File: src/rtl/fft_cmp_stage.sv
// One registered compare stage: flags a sample whose real or imaginary part
// differs from the golden value by more than TOL LSBs.
module fft_cmp_stage #(
  parameter int WIDTH = 18,
  parameter int IDX_W = 5,
  parameter int TOL   = 0
) (
  input  logic             clk_i,
  input  logic             rst_ni,
  input  logic             clr_i,
  input  logic             valid_i,
  input  logic [IDX_W-1:0] idx_i,
  input  logic [WIDTH-1:0] dat_re_i,
  input  logic [WIDTH-1:0] dat_im_i,
  input  logic [WIDTH-1:0] gold_re_i,
  input  logic [WIDTH-1:0] gold_im_i,
  output logic             valid_o,
  output logic             mis_o,
  output logic [IDX_W-1:0] idx_o
);

  localparam int W1 = WIDTH + 1;
  localparam logic [WIDTH:0] TOL_C = W1'(TOL);

  logic [WIDTH:0]   diff_re, diff_im, mag_re, mag_im;
  logic             mis;
  logic             valid_q, mis_q;
  logic [IDX_W-1:0] idx_q;

  // One guard bit keeps the difference of two full-range values from wrapping.
  always_comb begin
    diff_re = {dat_re_i[WIDTH-1], dat_re_i} - {gold_re_i[WIDTH-1], gold_re_i};
    diff_im = {dat_im_i[WIDTH-1], dat_im_i} - {gold_im_i[WIDTH-1], gold_im_i};
    mag_re  = diff_re[WIDTH] ? (~diff_re + 1'b1) : diff_re;
    mag_im  = diff_im[WIDTH] ? (~diff_im + 1'b1) : diff_im;
    mis     = (mag_re > TOL_C) || (mag_im > TOL_C);
  end

  always_ff @(posedge clk_i or negedge rst_ni) begin
    if (!rst_ni) begin
      valid_q <= 1'b0;
      mis_q   <= 1'b0;
      idx_q   <= '0;
    end else if (clr_i) begin
      valid_q <= 1'b0;
      mis_q   <= 1'b0;
      idx_q   <= '0;
    end else begin
      valid_q <= valid_i;
      mis_q   <= mis;
      idx_q   <= idx_i;
    end
  end

  assign valid_o = valid_q;
  assign mis_o   = mis_q;
  assign idx_o   = idx_q;

endmodule

File: config.mk
export PLATFORM = sky130hd
export DESIGN_NAME = fft_cmp_stage
export DESIGN_NICKNAME = d
export VERILOG_FILES = /design/src/rtl/fft_cmp_stage.sv
export SDC_FILE = /design/constraint.sdc
export NUM_CORES = 1
export LEC_CHECK = 0
export BUFFER_PORTS_ARGS = -buffer_cell sky130_fd_sc_hd__buf_2
export CELL_PAD_IN_SITES_DETAIL_PLACEMENT = 2
export CELL_PAD_IN_SITES_GLOBAL_PLACEMENT = 2
export CORE_UTILIZATION = 32
export CTS_CLUSTER_DIAMETER = 80
export DETAILED_ROUTE_END_ITERATION = 12
export PLACE_DENSITY_LB_ADDON = 0.1
export SYNTH_ARGS = -nofsm -noshare
export SYNTH_HDL_FRONTEND = slang
export SYNTH_SLANG_ARGS = --single-unit
File: constraint.sdc
create_clock -name clk_i -period 0.8 [get_ports clk_i]
set_clock_uncertainty 0.05 [all_clocks]
set_input_delay 0.04 -clock clk_i [delete_from_list [all_inputs] [get_ports clk_i]]
set_output_delay 0.04 -clock clk_i [all_outputs]
set_load 0.02 [all_outputs]
==> results.py, run 1 <==
metrics = {
    "floorplanning": {
        "ioPinCount": 88,
        "fp.dieW_um": 105,
        "start_util": 0.330,
        "rows": 37,
        "die_y_um": 105,
    },
    "yosys": {
        "yosysWarnings": 0,
        "syn_inst": 489,
        "synth-edff-count": 0,
        "async_flop_share": 1.00,
        "ys.flop_type": "dfrtp_1",
        "ys_types": 71,
        "syn_area_per_cell_um2": 6.96,
        "syn-num-nets": 608,
        "netlist_area_mm2": 0.00340,
        "ys_ff_latch": 7,
        "synth-seq-area-share": 0.0515,
    },
    "placed_design": {
        "hpwl_um": 15900,
        "gp_congestion": 0.834,
        "port_buffers": 87,
    },
    "outcome": {
        "stop_stage": "detailed placement (3_5_place_dp)",
        "status": "stopped before the end",
        "tool.error": "[ERROR DPL-0033] detailed placement checks failed during check placement.",
    },
}
## cells in the mapped netlist, drive strengths merged, types with 8 or more instances
library cell,n,share of area
a21o,18,0.040
a21oi,36,0.054
nand3,15,0.022
clkbuf,17,0.019
nand2,41,0.045
nor2b,12,0.022
a211o,8,0.021
ha,36,0.13
xor2,11,0.028
nand4,11,0.020
a211oi,9,0.020
nor3,11,0.016
nor2,30,0.033
inv,47,0.052
o21ai,24,0.035
and3,8,0.015
xnor2,20,0.051
## cells by family after synthesis
group	synth area share
compound gates	0.370
xor+xnor	0.0798
fa+ha+maj	0.144
buf+inv	0.0768
flops	0.0515
mux	0.0257
simple gates	0.252
## metrics by stage
step	setup WS [ns]	std cells	hold slack, ns
floorplan	-2.48	489	-0.306
global placement	-2.64	875	-0.176
==> run 2, diff against run 1 <==
==> config.mk (replaced) <==
export PLATFORM = sky130hd
export DESIGN_NAME = fft_cmp_stage
export DESIGN_NICKNAME = d
export VERILOG_FILES = /design/src/rtl/fft_cmp_stage.sv
export SDC_FILE = /design/constraint.sdc
export NUM_CORES = 1
export LEC_CHECK = 0
export BUFFER_PORTS_ARGS = -buffer_cell sky130_fd_sc_hd__buf_2
export CORE_UTILIZATION = 35
export DETAILED_ROUTE_END_ITERATION = 12
export PLACE_DENSITY_LB_ADDON = 0.15
export SYNTH_ARGS = -nofsm -noshare
export SYNTH_HDL_FRONTEND = slang
export SYNTH_SLANG_ARGS = --single-unit
==> run 2 against run 1 <==
Compared with the run above: the flow now finishes, with violations (setup timing); synthesized cell count unchanged; synthesized area unchanged.
==> results.py, run 2 <==
metrics = {
    "grt": {
        "grt_pass1_wl_um": 18500,
        "track_usage": 0.215,
        "grt_pass1_vias": 4273,
        "antenna_found_initial": 0,
        "overflow": 0,
        "grt_max_degree": 11,
    },
    "yosys": {
        "synth_compound_area_frac": 0.370,
        "synth-simple-area-share": 0.252,
        "synth-edff-count": 0,
        "synth_area_leaders": "ha_1 13%, inv_1 5.2%, a21oi_1 5.1%, dfrtp_1 5.1%, xnor2_1 5.1%",
        "synthAdderAreaFrac": 0.144,
        "syn_area_per_cell_um2": 6.96,
        "syn-num-nets": 608,
        "ys_ff_latch": 7,
        "synth_top_area_frac": 0.132,
        "ys.flop_type": "dfrtp_1",
        "synth_mux_area_frac": 0.0257,
        "netlist_area_mm2": 0.00340,
        "ys_types": 71,
        "synth_top_family_by_area": "compound AO/OA/AOI/OAI gates",
        "netlist_top_cells_count": "47 x inv_1, 41 x nand2_1, 36 x ha_1, 35 x a21oi_1, 30 x nor2_1",
        "yosys.cell_count.top_type": "inv_1",
        "synth-xor-area-share": 0.0798,
        "async_flop_share": 1.00,
        "yosysWarnings": 0,
        "syn_inst": 489,
        "synth_top_cell_by_area": "ha_1",
        "synth-seq-area-share": 0.0515,
    },
    "drt": {
        "drt_iter0_drc": 127,
        "first_pass_iters": 4,
        "ant_nets": 0,
        "dr_total_vias": 4559,
        "wl_per_cell_um": 12.4,
        "wirelength_um": 10900,
        "viasPerCell": 5.19,
        "drc": 0,
    },
    "cells_and_area": {
        "multi_input_area_mm2": 0.00310,
        "areaGrowthSynthToFinish_pct": 63.7,
        "mostFrequentLayoutCells": "184 x buf_4, 80 x buf_2, 45 x inv_1, 40 x nand2_1, 35 x a21oi_1",
        "drive_gt1_frac": 0.419,
        "nets": 869,
        "final_common_cell": "buf_4",
        "seqCellArea_um2": 175,
        "final_area_mm2": 0.00557,
        "diodes": 0,
        "n_fill_cell": 897,
        "largest_register_ff_count": 5,
    },
    "min_path": {
        "hp-class": "input pin to register",
    },
    "floorplanning": {
        "die_y_um": 101,
        "fp.dieW_um": 101,
        "coreArea_mm2": 0.00933,
        "rows": 35,
        "ioPinCount": 88,
        "start_util": 0.365,
        "die_area_mm2": 0.0101,
    },
    "sta": {
        "finalSetupTns_ns": -2.49,
        "hold_slack_ns": 0.000396,
        "fin_ws_ns": -2.44,
        "worstMarginPinSlew_ns": 0.619,
        "rsz0062_at_grt": "yes",
        "hold_violations": 0,
        "timing.fmax_mhz": 309,
        "period_share": 4.05,
        "finalSetupViolations": 8,
        "finalMaxSlewViolations": 0,
        "max-slew-margin-rel": 0.582,
        "period_minus_slack_ns": 3.24,
    },
    "worst_setup_path": {
        "critPathLaunchType": "input pin",
        "worstPathArrival_ns": 3.34,
        "crit_type": "input pin to register",
        "path_delay_family": "simple AND/OR/NAND/NOR gates",
        "cp.required_ns": 0.90,
        "end_kind": "register",
        "crit_buf_inv": 3,
        "path_cells": "buf_2, inv_2, ha_4, inv_2, fa_2, a211o_1, a21o_1, and2_4, or3_4, or4_4, or4_1, a211o_1, o211ai_2, nor4_2, a21oi_2",
        "worst-path-max-fanout": 3,
        "max_stage_delay_ns": 0.53,
        "cpMaxStageDelayCell": "or4_4",
    },
    "clock_tree": {
        "cts.clk_slew.worst_paths_ns": 0.04,
        "numCtsBuffers": 3,
        "clock_sinks": 7,
        "tritoncts": "yes",
        "htree_levels": 1,
        "clock-root-buffer": "clkbuf_8",
        "clk_path_buf_depth": 2,
    },
    "placed_design": {
        "hpwl_um": 9240,
        "port_buffers": 87,
        "postPlaceCellArea_mm2": 0.00530,
        "gp_congestion": 0.906,
        "dp_slack_ns": -2.70,
    },
    "power": {
        "ir_drop_v": 0.000483,
        "p_per_area_mw_per_mm2": 1030,
        "power.leakage_nw": 2.75,
    },
    "outcome": {
        "violations": "setup timing",
        "status": "finished, violations left",
    },
    "flow_run": {
        "cap_violations": 0,
    },
}
-- run 2: cell counts after synthesis --
Identical to the previous run, type by type.
-- run 2: power by group --
part / switching, mW / internal (mW) / total (mW)
Sequential: 0.00848 / 0.374 / 0.383
Clock: 0.139 / 0.343 / 0.483
Combinational: 2.35 / 2.53 / 4.88
Total: 2.50 / 3.25 / 5.74
-- run 2: area by class of cell --
type,count,area share
tap,129,0.0290
sequential,7,0.0314
timing repair buffer,276,0.343
inverter,47,0.0317
multi-input combinational,415,0.557
clock buffer,4,0.00809
-- run 2: cells by family (layout without fill, tap and decap cells) --
kind of cell	count (synthesis)	count (layout)
buf+inv	67	327
simple gates	163	163
xor+xnor	31	31
fa+ha+maj	38	38
flops	7	7
compound gates	175	175
mux	8	8
-- run 2: final timing paths --
check / from / end / slack [ns] / cells after the start
min in group asynchronous: rst_ni / valid_o / 0.12 / 2
worst max-delay path: dat_im_i[0] / mis_o / -2.44 / 15
max in group asynchronous: rst_ni / idx_o[0] / 0.42 / 2
worst min-delay path: idx_i[1] / idx_o[1] / 0.0004 / 2
-- run 2: stage by stage --
| stage | power, mW | utilization | std cells |
|---|---|---|---|
| after floorplan | 2.87 | - | 489 |
| after global placement | 4.93 | 0.568 | 867 |
| after global routing | 6.25 | 0.597 | 878 |
| final | 5.74 | 0.597 | 878 |
| after CTS | 5.59 | 0.584 | 876 |
| after detailed placement | 5.00 | 0.568 | 867 |
-- run 2: timing repair --
item / in CTS / in global routing
pin swaps: 0 / 10
hold buffers: 5 / 0
cloned: 0 / 0
endpoints found under the hold margin: 11 / 0
buffers inserted: 0 / 2
resized for setup: 20 / 19
setup endpoints to repair: 8 / 8
-- run 2: layer usage --
metal	track usage	wire length [µm]	part of all wire	vias to the layer above
met5	0	0	0	-
li1	-	-	-	2387
met4	0.0201	34	0.0031	0
met3	0.00832	368	0.034	4
met1	0.302	5410	0.50	2069
met2	0.376	5050	0.46	99
No activity file was read; power rests on OpenSTA's default activity.
